File: src/rtl/seg_scan_decoder_pkg.sv
// Shared definitions for the multiplexed 7-segment scan bus.
// The display encoder and the scan decoder both use this package, so they
// agree on the segment codes and on what each scan position carries.
// Contents: the active-low segment code table for nibbles 0..B, the blank and
// invalid nibble constants, the scan position map, and the scan FSM state type.
package seg_scan_decoder_pkg;

   localparam int NUM_POS   = 8;
   localparam int NUM_CODES = 12;

   // Entry n is the active-low segment code that displays nibble n.
   localparam logic [7:0] SEG_TABLE [NUM_CODES] = '{
      8'hC0, 8'hF9, 8'hA4, 8'hB0, 8'h99, 8'h92,
      8'h82, 8'hF8, 8'h80, 8'h98, 8'h88, 8'h83
   };

   localparam logic [7:0] SEG_BLANK   = 8'hFF;
   localparam logic [3:0] NIB_BLANK   = 4'hF;
   localparam logic [3:0] NIB_INVALID = 4'hE;

   localparam logic [2:0] POS_B_MARK = 3'd0;
   localparam logic [2:0] POS_B_CNT  = 3'd1;
   localparam logic [2:0] POS_A_MARK = 3'd2;
   localparam logic [2:0] POS_A_CNT  = 3'd3;
   localparam logic [2:0] POS_GUESS0 = 3'd4;
   localparam logic [2:0] POS_GUESS1 = 3'd5;
   localparam logic [2:0] POS_GUESS2 = 3'd6;
   localparam logic [2:0] POS_GUESS3 = 3'd7;

   localparam logic [3:0] MARK_B = 4'hB;
   localparam logic [3:0] MARK_A = 4'hA;

   typedef enum logic {
      ST_IDLE   = 1'b0,
      ST_SETTLE = 1'b1
   } scan_state_t;

endpackage

File: src/rtl/seg_scan_decoder_seg7_to_hex.sv
// Converts an active-low 7-segment code to a hex nibble.
// Ports:
//   code   - 8-bit active-low segment code
//   nibble - decoded nibble; blank gives F, an unknown code gives E
//   valid  - high when the code is in the table or is blank
module seg7_to_hex
   import seg_scan_decoder_pkg::*;
(
   input  logic [7:0] code,
   output logic [3:0] nibble,
   output logic       valid
);

   always_comb begin
      nibble = NIB_INVALID;
      valid  = 1'b0;
      if (code == SEG_BLANK) begin
         nibble = NIB_BLANK;
         valid  = 1'b1;
      end
      for (int i = 0; i < NUM_CODES; i++) begin
         if (code == SEG_TABLE[i]) begin
            nibble = 4'(i);
            valid  = 1'b1;
         end
      end
   end

endmodule

File: src/rtl/seg_scan_decoder.sv
// Rebuilds the eight digits shown on a multiplexed 7-segment bus.
// Each scan position is sampled once after it has settled. The digits output
// changes only after STABLE_FRAMES identical, clean, complete frames.
// Ports:
//   clk, reset       - system clock; asynchronous active-low reset
//   scanout, segout  - raw scan index and active-low segment code (asynchronous)
//   digits           - registered frame; position n occupies [4n+3:4n]
//   guess, score_a, score_b, marker_ok - fields taken from digits
//   update, bad_code, seq_err - one-cycle event pulses
//
// Scan FSM states:
//   state     | meaning
//   ST_IDLE   | no settle in progress; waiting for the scan index to change
//   ST_SETTLE | counting down the settle time for the current index
module seg_scan_decoder
   import seg_scan_decoder_pkg::*;
#(
   parameter int SETTLE_CYCLES = 16,
   parameter int STABLE_FRAMES = 2
) (
   input  logic        clk,
   input  logic        reset,
   input  logic [2:0]  scanout,
   input  logic [7:0]  segout,
   output logic [31:0] digits,
   output logic [15:0] guess,
   output logic [3:0]  score_a,
   output logic [3:0]  score_b,
   output logic        marker_ok,
   output logic        update,
   output logic        bad_code,
   output logic        seq_err
);

   localparam int CW = (SETTLE_CYCLES > 1) ? $clog2(SETTLE_CYCLES) : 1;
   localparam int SW = $clog2(STABLE_FRAMES + 1);
   localparam logic [CW-1:0] SETTLE_LOAD = CW'(SETTLE_CYCLES - 1);
   localparam logic [SW-1:0] STABLE_MAX  = SW'(STABLE_FRAMES);

   logic [2:0]    scan_s1_q, scan_s2_q, scan_prev_q;
   logic [7:0]    seg_s1_q, seg_s2_q;
   logic          vld_s1_q, vld_s2_q, vld_prev_q;
   scan_state_t   state_q, state_d;
   logic [CW-1:0] settle_cnt_q, settle_cnt_d;
   logic [2:0]    last_idx_q, last_idx_d;
   logic          has_last_q, has_last_d;
   logic [7:0]    seen_q, seen_d;
   logic [31:0]   shadow_q, shadow_d;
   logic [31:0]   prev_q, prev_d;
   logic          frame_bad_q, frame_bad_d;
   logic [SW-1:0] stable_cnt_q, stable_cnt_d;
   logic          load_q, load_d;
   logic [31:0]   digits_q, digits_d;
   logic          update_q, update_d;
   logic          bad_code_q, bad_code_d;
   logic          seq_err_q, seq_err_d;

   logic          scan_chg, sample, seq_break;
   logic [2:0]    next_idx;
   logic [7:0]    idx_bit;
   logic [3:0]    dec_nib;
   logic          dec_vld;

   // The valid bits travel with the data. A change is detected only between two
   // synchronized values. The reset value of the synchronizer does not count,
   // so the position on the bus at reset release is never sampled.
   always_ff @(posedge clk or negedge reset) begin
      if (!reset) begin
         scan_s1_q   <= '0;
         scan_s2_q   <= '0;
         scan_prev_q <= '0;
         seg_s1_q    <= '0;
         seg_s2_q    <= '0;
         vld_s1_q    <= 1'b0;
         vld_s2_q    <= 1'b0;
         vld_prev_q  <= 1'b0;
      end else begin
         scan_s1_q   <= scanout;
         scan_s2_q   <= scan_s1_q;
         scan_prev_q <= scan_s2_q;
         seg_s1_q    <= segout;
         seg_s2_q    <= seg_s1_q;
         vld_s1_q    <= 1'b1;
         vld_s2_q    <= vld_s1_q;
         vld_prev_q  <= vld_s2_q;
      end
   end

   assign scan_chg = vld_prev_q && (scan_s2_q != scan_prev_q);

   always_ff @(posedge clk or negedge reset) begin
      if (!reset) begin
         state_q      <= ST_IDLE;
         settle_cnt_q <= '0;
         last_idx_q   <= '0;
         has_last_q   <= 1'b0;
         seen_q       <= '0;
         shadow_q     <= '0;
         prev_q       <= '0;
         frame_bad_q  <= 1'b0;
         stable_cnt_q <= '0;
         load_q       <= 1'b0;
         digits_q     <= '0;
         update_q     <= 1'b0;
         bad_code_q   <= 1'b0;
         seq_err_q    <= 1'b0;
      end else begin
         state_q      <= state_d;
         settle_cnt_q <= settle_cnt_d;
         last_idx_q   <= last_idx_d;
         has_last_q   <= has_last_d;
         seen_q       <= seen_d;
         shadow_q     <= shadow_d;
         prev_q       <= prev_d;
         frame_bad_q  <= frame_bad_d;
         stable_cnt_q <= stable_cnt_d;
         load_q       <= load_d;
         digits_q     <= digits_d;
         update_q     <= update_d;
         bad_code_q   <= bad_code_d;
         seq_err_q    <= seq_err_d;
      end
   end

   always_comb begin
      state_d = state_q;
      case (state_q)
         ST_IDLE:   if (scan_chg) state_d = ST_SETTLE;
         ST_SETTLE: if (!scan_chg && settle_cnt_q == '0) state_d = ST_IDLE;
         default:   state_d = ST_IDLE;
      endcase
   end

   always_comb begin
      sample = (state_q == ST_SETTLE) && !scan_chg && (settle_cnt_q == '0);
   end

   always_comb begin
      settle_cnt_d = settle_cnt_q;
      if (scan_chg)
         settle_cnt_d = SETTLE_LOAD;
      else if (state_q == ST_SETTLE && settle_cnt_q != '0)
         settle_cnt_d = settle_cnt_q - 1'b1;
   end

   seg7_to_hex u_seg7_to_hex (
      .code   (seg_s2_q),
      .nibble (dec_nib),
      .valid  (dec_vld)
   );

   assign next_idx  = last_idx_q + 3'd1;
   assign idx_bit   = 8'b1 << scan_s2_q;
   assign seq_break = has_last_q && (scan_s2_q != next_idx);

   always_comb begin
      seen_d       = seen_q;
      shadow_d     = shadow_q;
      prev_d       = prev_q;
      frame_bad_d  = frame_bad_q;
      stable_cnt_d = stable_cnt_q;
      last_idx_d   = last_idx_q;
      has_last_d   = has_last_q;
      load_d       = 1'b0;
      bad_code_d   = 1'b0;
      seq_err_d    = 1'b0;
      if (sample) begin
         shadow_d[{scan_s2_q, 2'b00} +: 4] = dec_nib;
         last_idx_d = scan_s2_q;
         has_last_d = 1'b1;
         bad_code_d = !dec_vld;
         if (seq_break) begin
            // The out-of-order sample starts a new frame.
            seq_err_d    = 1'b1;
            seen_d       = idx_bit;
            stable_cnt_d = '0;
            frame_bad_d  = !dec_vld;
         end else begin
            seen_d      = seen_q | idx_bit;
            frame_bad_d = frame_bad_q | !dec_vld;
            if (scan_s2_q == POS_GUESS3 && seen_d == 8'hFF) begin
               seen_d      = '0;
               frame_bad_d = 1'b0;
               if (frame_bad_q || !dec_vld) begin
                  // A frame with a bad code breaks the run of stable frames.
                  stable_cnt_d = '0;
               end else if (shadow_d == prev_q) begin
                  if (stable_cnt_q != STABLE_MAX)
                     stable_cnt_d = stable_cnt_q + SW'(1);
               end else begin
                  stable_cnt_d = SW'(1);
                  prev_d       = shadow_d;
               end
               load_d = !(frame_bad_q || !dec_vld) && (stable_cnt_d == STABLE_MAX);
            end
         end
      end
   end

   // prev_q already holds the stable frame in the cycle after load_d is set.
   always_comb begin
      digits_d = digits_q;
      update_d = 1'b0;
      if (load_q && prev_q != digits_q) begin
         digits_d = prev_q;
         update_d = 1'b1;
      end
   end

   function automatic logic [3:0] nib_at(input logic [31:0] d, input logic [2:0] pos);
      return d[{pos, 2'b00} +: 4];
   endfunction

   assign digits    = digits_q;
   assign guess     = {nib_at(digits_q, POS_GUESS0), nib_at(digits_q, POS_GUESS1),
                       nib_at(digits_q, POS_GUESS2), nib_at(digits_q, POS_GUESS3)};
   assign score_a   = nib_at(digits_q, POS_A_CNT);
   assign score_b   = nib_at(digits_q, POS_B_CNT);
   assign marker_ok = (nib_at(digits_q, POS_B_MARK) == MARK_B) &&
                      (nib_at(digits_q, POS_A_MARK) == MARK_A);
   assign update    = update_q;
   assign bad_code  = bad_code_q;
   assign seq_err   = seq_err_q;

endmodule

File: config.mk
export PLATFORM = sky130hd
export DESIGN_NAME = seg_scan_decoder
export DESIGN_NICKNAME = d
export VERILOG_FILES = /design/src/rtl/seg_scan_decoder_pkg.sv /design/src/rtl/seg_scan_decoder_seg7_to_hex.sv /design/src/rtl/seg_scan_decoder.sv
export SDC_FILE = /design/constraint.sdc
export NUM_CORES = 1
export LEC_CHECK = 0
export CORE_ASPECT_RATIO = 0.7
export CORE_UTILIZATION = 40
export CTS_CLUSTER_SIZE = 8
export DETAILED_ROUTE_END_ITERATION = 8
export GPL_ROUTABILITY_DRIVEN = 0
export PLACE_DENSITY = 0.71
export SLEW_MARGIN = 10
export SYNTH_ARGS = -nofsm -noshare
export SYNTH_HDL_FRONTEND = slang
export SYNTH_SLANG_ARGS = --single-unit
File: constraint.sdc
create_clock -name clk -period 5.1 [get_ports clk]
set_input_delay 1.02 -clock clk [delete_from_list [all_inputs] [get_ports clk]]
set_output_delay 1.02 -clock clk [all_outputs]
set_load 0.01 [all_outputs]
==> qor.csv <==
stage,metric,value,unit
sta,Tcrit/Tclk final,91.3,%
clock_network,setup bufs post-CTS,0,
placed_design,Place WS,0.560,ns
grt,largest net degree at the start of global routing,73,
floorplanning,total core area,19100,um2
placed_design,I/O Buffers,72,
power_and_ir_drop,pwr/cell area,290,nW/um2
clock_network,TritonCTS buffer count,17,
clock_network,CTS tree,built,
setup_path,Worst Setup End Kind,flop,
sta,FMAX,215,MHz
grt,initial antenna violation count,0,
floorplanning,FP Rows,42,
grt,GR Overflow Total,0,
setup_path,Worst setup SP type,flop,
placed_design,dpl cell area,8710,um2
sta,Slew HR,24.1,%
yosys,Most used DFF post-synth,dfrtp_1,
yosys,"Seq/Total Area, Yosys",46.5,%
sta,Worst Max-Slew Pin Slew,1.12,ns
finish,most frequent cells in the layout,"nand2_1, dfrtp_1, clkdlybuf4s50_1, xor2_1, o21ai_0",
yosys,synth warn,0,
finish,# diodes,0,
job,max cap viols,0,
yosys,Async SR Flop Fraction,100,%
finish,fin area,9340,um2
floorplanning,DIE AREA,20400,um2
floorplanning,io pins,73,
sta,Worst Clk Skew,0.0114,ns
yosys,mapped cell area,7920,um2
route,vias after detailed routing,6083,
sta,Setup-failing EPs final,0,
setup_path,R2R depth,13,
power_and_ir_drop,VDD IR-drop max,0.194,mV
sta,Fin Setup TNS,0,ns
setup_path,Worst R2R Setup Slack,0.45,ns
sta,Final Hold Fails,0,
clock_network,H-Tree Depth,4,
yosys,Mapped Avg Cell Area,9.90,um2
finish,nets,861,
yosys,cell count after synthesis,800,
route,Post-Route WL,20.1,mm
status,outcome,finished clean,
finish,area grow syn2layout,18.0,%
route,vias per cell,5.46,
floorplanning,starting density of the core,41.4,%
clock_network,clk buf depth,2,
yosys,post-synthesis sequential element count,147,
finish,"most common cell after layout, fill and taps aside",nand2_1,
grt,first-pass GRT wire length,32.6,mm
finish,Fill cells,1777,
clock_network,Clock transition at path regs,0.06,ns
floorplanning,Die Y,120,um
placed_design,dpl hpwl,14.7,mm
route,DR iter-0 viols,664,
clock_network,Worst-Skew Late Latency,0.42,ns
clock_network,# clock sinks,147,
sta,final setup margin,0.445,ns
worst_hold_path,worst hold stages,0,
sta,minimum clock period,4.65,ns
setup_path,WS Path Type,flop to flop,
yosys,"EDFF count, synth",0,
route,DR WL/cell,18.0,um
power_and_ir_drop,Leak,4.49,nW
grt,GRT Util Overall,21.0,%
route,post-route ant nets,0,
setup_path,crit-path max FO,20,
clock_network,hold_buf cts,0,
grt,vias in the first global route,5809,
finish,layout cell share with drive strength beyond 1,12.3,%
floorplanning,die width,170,um
setup_path,Critical Path AT,4.96,ns
sta,RSZ-0062 raised after global routing,no,
clock_network,CTS root buf,clkbuf_16,
yosys,synth unique cells,83,
sta,Hold Worst Slack,0.349,ns
sta,max-slew violation total from the final report,0,
setup_path,Worst Path Required,5.40,ns
route,Initial DRT Pass Iterations,5,
worst_hold_path,HP Class,flop to flop,
route,Post-route DRC,0,
yosys,syn nets,823,
clock_network,CTS resizes,0,
cells in the mapped netlist, drive strengths merged (10+ instances only):
cell type  count  area, um2
nor2          32        120
xnor2         19        166
nor4          16        106
nand3         18       90.1
dfrtp        147       3680
ha            10        125
xor2          52        455
buf           31        238
clkbuf        33        124
inv           16       60.1
nand4         12       81.3
o21ai         54        270
mux2          43        582
nor3          14       70.1
nand2        161        604
registers in the layout, summed over array words and instances, names as in the netlist, 2 cells and up:
register and count:
digits 32, settle_cnt_q 4, seg_s2_q 8, seg_s1_q 8, shadow_q 32, prev_q 32, seen_q 7, scan_s1_q 3
last_idx_q 3, scan_s2_q 3, scan_prev_q 3, stable_cnt_q 2
cell type report:
class | count | area, um2 | share of cell area (%)
multi-input cells | 572 | 3820 | 40.9
flip-flops and latches | 147 | 3680 | 39.4
repair buffers | 83 | 817 | 8.75
clock buffers | 20 | 457 | 4.89
well taps | 264 | 330 | 3.54
clock inverters | 12 | 176 | 1.89
inverters | 17 | 63.8 | 0.683
per-layer routing:
layer,global-route usage (%),up-vias,part of all wire [%]
met5,0,-,0
met4,4.90,0,1.2
met3,7.92,27,11
met2,28.5,257,41
met1,31.0,2945,47
li1,-,2854,-
report_power, final:
group	internal, mW	switching (mW)
Sequential	1.19	0.0247
Combinational	0.0551	0.103
Clock	0.846	0.490
final timing paths:
check                             start            to
min                        scan_s1_q[0]  scan_s2_q[0]
min reg2reg                scan_s1_q[0]  scan_s2_q[0]
max reg2reg                scan_s2_q[1]    prev_q[17]
min in group asynchronous         reset   seg_s1_q[7]
max                        scan_s2_q[1]    prev_q[17]
max in group asynchronous         reset  shadow_q[25]
cell families after synthesis:
family,after synthesis,share of synthesized area (%)
AND/OR/NAND/NOR,312,19.5
flip-flops,147,46.5
AO/OA/AOI/OAI,129,11.1
buffers and inverters,81,5.37
XOR/XNOR,71,7.85
multiplexers,49,8.11
adder cells (fa/ha/maj),10,1.58
other,1,0.0474
metrics by stage:
step           util (%)  total power [mW]  std cells
2_1_floorplan         -              1.33        800
3_3_place_gp       45.5              1.39       1083
3_5_place_dp       45.5              1.40       1083
4_1_cts            48.8              2.73       1115
5_1_grt            48.8              2.81       1115
6_report           48.8              2.71       1115
worst max-delay path, cell delays in order, from the launching register on:
cell     delay [ns]
dfrtp_1        0.64
inv_1          0.13
ha_1           0.22
ha_1           0.49
nor4b_1        0.45
and2_0         0.43
o22ai_1        0.17
nor4_1         0.26
nand4_1        0.11
or3_1          0.40
nor4_2         0.20
a311o_2        0.46
buf_4          0.25
mux2_4         0.31
No activity file was read; power rests on OpenSTA's default activity.
==> variant (same settings) <==
The output `bad_code` loses its register stage (`bad_code_q` becomes a continuous assignment).
--- a/src/rtl/seg_scan_decoder.sv
+++ b/src/rtl/seg_scan_decoder.sv
@@ -102,7 +102,6 @@
          load_q       <= 1'b0;
          digits_q     <= '0;
          update_q     <= 1'b0;
-         bad_code_q   <= 1'b0;
          seq_err_q    <= 1'b0;
       end else begin
          state_q      <= state_d;
@@ -117,10 +116,11 @@
          load_q       <= load_d;
          digits_q     <= digits_d;
          update_q     <= update_d;
-         bad_code_q   <= bad_code_d;
          seq_err_q    <= seq_err_d;
       end
    end
+
+   assign bad_code_q = bad_code_d;
 
    always_comb begin
       state_d = state_q;
Behaviour: no difference found for any inputs over 10 cycles, from zero or initial values and one cycle with reset low; that may be too few to reach the edited logic, so the function may still have changed.
==> variant against the original RTL <==
- core utilization is 0.35 points higher
- first-iteration DRC count is 1.7% lower
- cell count is 0.18% higher
- final area is 0.71% higher
- synthesized area is 0.32% lower
- clock power is 9.7% higher
- sequential cell count is 1 lower
- register-to-register slack better by 0.18 ns
- worst setup slack better by 0.0022 ns
- wire length is 4.1% higher
- combinational power is 6% higher
- critical endpoint is now bad_code
- critical path type is now flip-flop to primary output
- critical path depth is 7 lower
- power is 5.0% higher
==> variant: results (changes against the original RTL) <==
Yosys
  • Dominant cells by area after synthesis: dfrtp_1 46%, nand2_1 7.7%, xor2_1 5.8%, mux2_4 4.9%, o21ai_0 3.3%
  • Mapped Cells: 799 (-0.13%)
  • Mean Syn Cell Area: 9.880 sq um (-0.19%)
  • Mux share of post-synthesis cell area: 0.08131 (+0.0002570)
  • Post-Syn Nets: 822 (-0.12%)
  • Adder-cell share of the synthesized area: 0.01585 (+0.00005009)
  • Post-Synth XOR/XNOR Area: 0.07878 (+0.0002489)
  • Sequential fraction of the synthesis area: 0.4628 (-0.001697)
  • Top cells by count, synth: 161 x nand2_1, 146 x dfrtp_1, 52 x o21ai_0, 52 x xor2_1, 33 x clkbuf_1
  • Post-synthesis compound-gate area fraction: 0.1117 (+0.0003531)

Route
  • Drt total wl: 20950 um (+4.1%)
  • Met3 WL post-DR: 2398 um (+11%)
  • First DRT Iteration DRCs: 653 (-1.7%)
  • Vias: 6286 (+3.3%)
  • DR WL/cell: 18.75 um (+3.9%)
  • DRT met1 WL: 9717 um (+3.0%)
  • Met2 wire length: 8548 um (+3.2%)

Finish
  • Non-clock buffers, area share: 0.09004 (+0.002575)
  • Nets: 864 (+0.35%)
  • Buffers excl. clock: 87 (+4.8%)
  • Multi-input logic portion of the cell area: 0.4067 (-0.002083)
  • Share of cells above drive strength 1: 0.1278 (+0.004400)
  • Clock buf/inv share: 0.07302 (+0.005241)
  • Layout fillers: 1758 (-1.1%)
  • Clkbuf count: 18 (-10%)
  • Register area: 3654 sq um (-0.68%)
  • Finished Core Util: 0.4918 (+0.003467)

Power and ir drop
  • Tot Pwr: 2.846 mW (+5.0%)
  • Worst vdd ir: 208.3 uV (+7.2%)
  • Total net switching power: 0.6383 mW (+3.3%)
  • P_clk: 1.47 mW (+9.7%)
  • Pleak: 4.517 nW (+0.65%)
  • Seq pwr share: 0.424 (-0.025)

Worst setup path
  • Maximum fanout along the worst path: 17 (-15%)
  • Critical Path Start: seg_s2_q[1]
  • Critical R2R Launch: scan_s2_q[0]
  • Crit path DAT: 3.63 ns (-1.33 ns)

Global routing
  • Vias in the first global route: 5823 (+0.24%)
  • Global-route wire length before repair: 33030 um (+1.4%)
  • Pin count of the biggest net entering global routing: 71 (-2.7%)
  • All-Layer GR Usage: 0.2140 (+0.004221)

Clock tree
  • Total clock sinks: 146 (-0.68%)
  • Clk buf depth: 2 (unchanged)
  • CTS clk-pin slew, worst paths: 0.06 ns (about the same)

STA
  • Layout Skew: 0.007974 ns (-0.003464 ns)
  • Setup slack after layout: 0.4474 ns (+0.002228 ns)
  • Max-slew headroom: 0.3259 (+0.08538)

Status
  • Outcome: finished, final reports clean

Min path
  • Hold path startpoint: vld_s1_q

Place
  • Cell count after placement: 1086 (+0.28%)
  • Setup WS pre-CTS: 0.7648 ns (+0.2046 ns)
  • DP Area: 8713 sq um (about the same)
  • HPWL after detailed placement: 15100 um (+2.4%)
-- variant: changes by cell type in the layout (fill, tap and decap cells not counted) --
cell | unedited run | this run
buf_4 | 10 | 14
bufinv_16 | 4 | 7
clkbuf_8 | 2 | 0
clkinv_2 | 3 | 1
clkinv_4 | 1 | 3
clkinvlp_4 | 2 | 1
dfrtp_1 | 147 | 146
inv_6 | 2 | 1
o311ai_1 | 1 | 0
o311ai_2 | 0 | 1
-- variant: metal layers --
layer  GRT usage  vias to the layer above
met5           0                        -
met4     0.04505                        0
met3     0.08047                       32
met2      0.2874                      345
met1      0.3213                     3062
li1            -                     2847
-- variant: worst paths after layout --
check	end	slack [ns]
min in group asynchronous	seg_s1_q[7]	0.61
max in group asynchronous	shadow_q[6]	3.45
worst max register to register	prev_q[13]	0.63
worst max-delay path	bad_code	0.45
worst min-delay path	vld_s2_q	0.35
worst min register to register	vld_s2_q	0.35
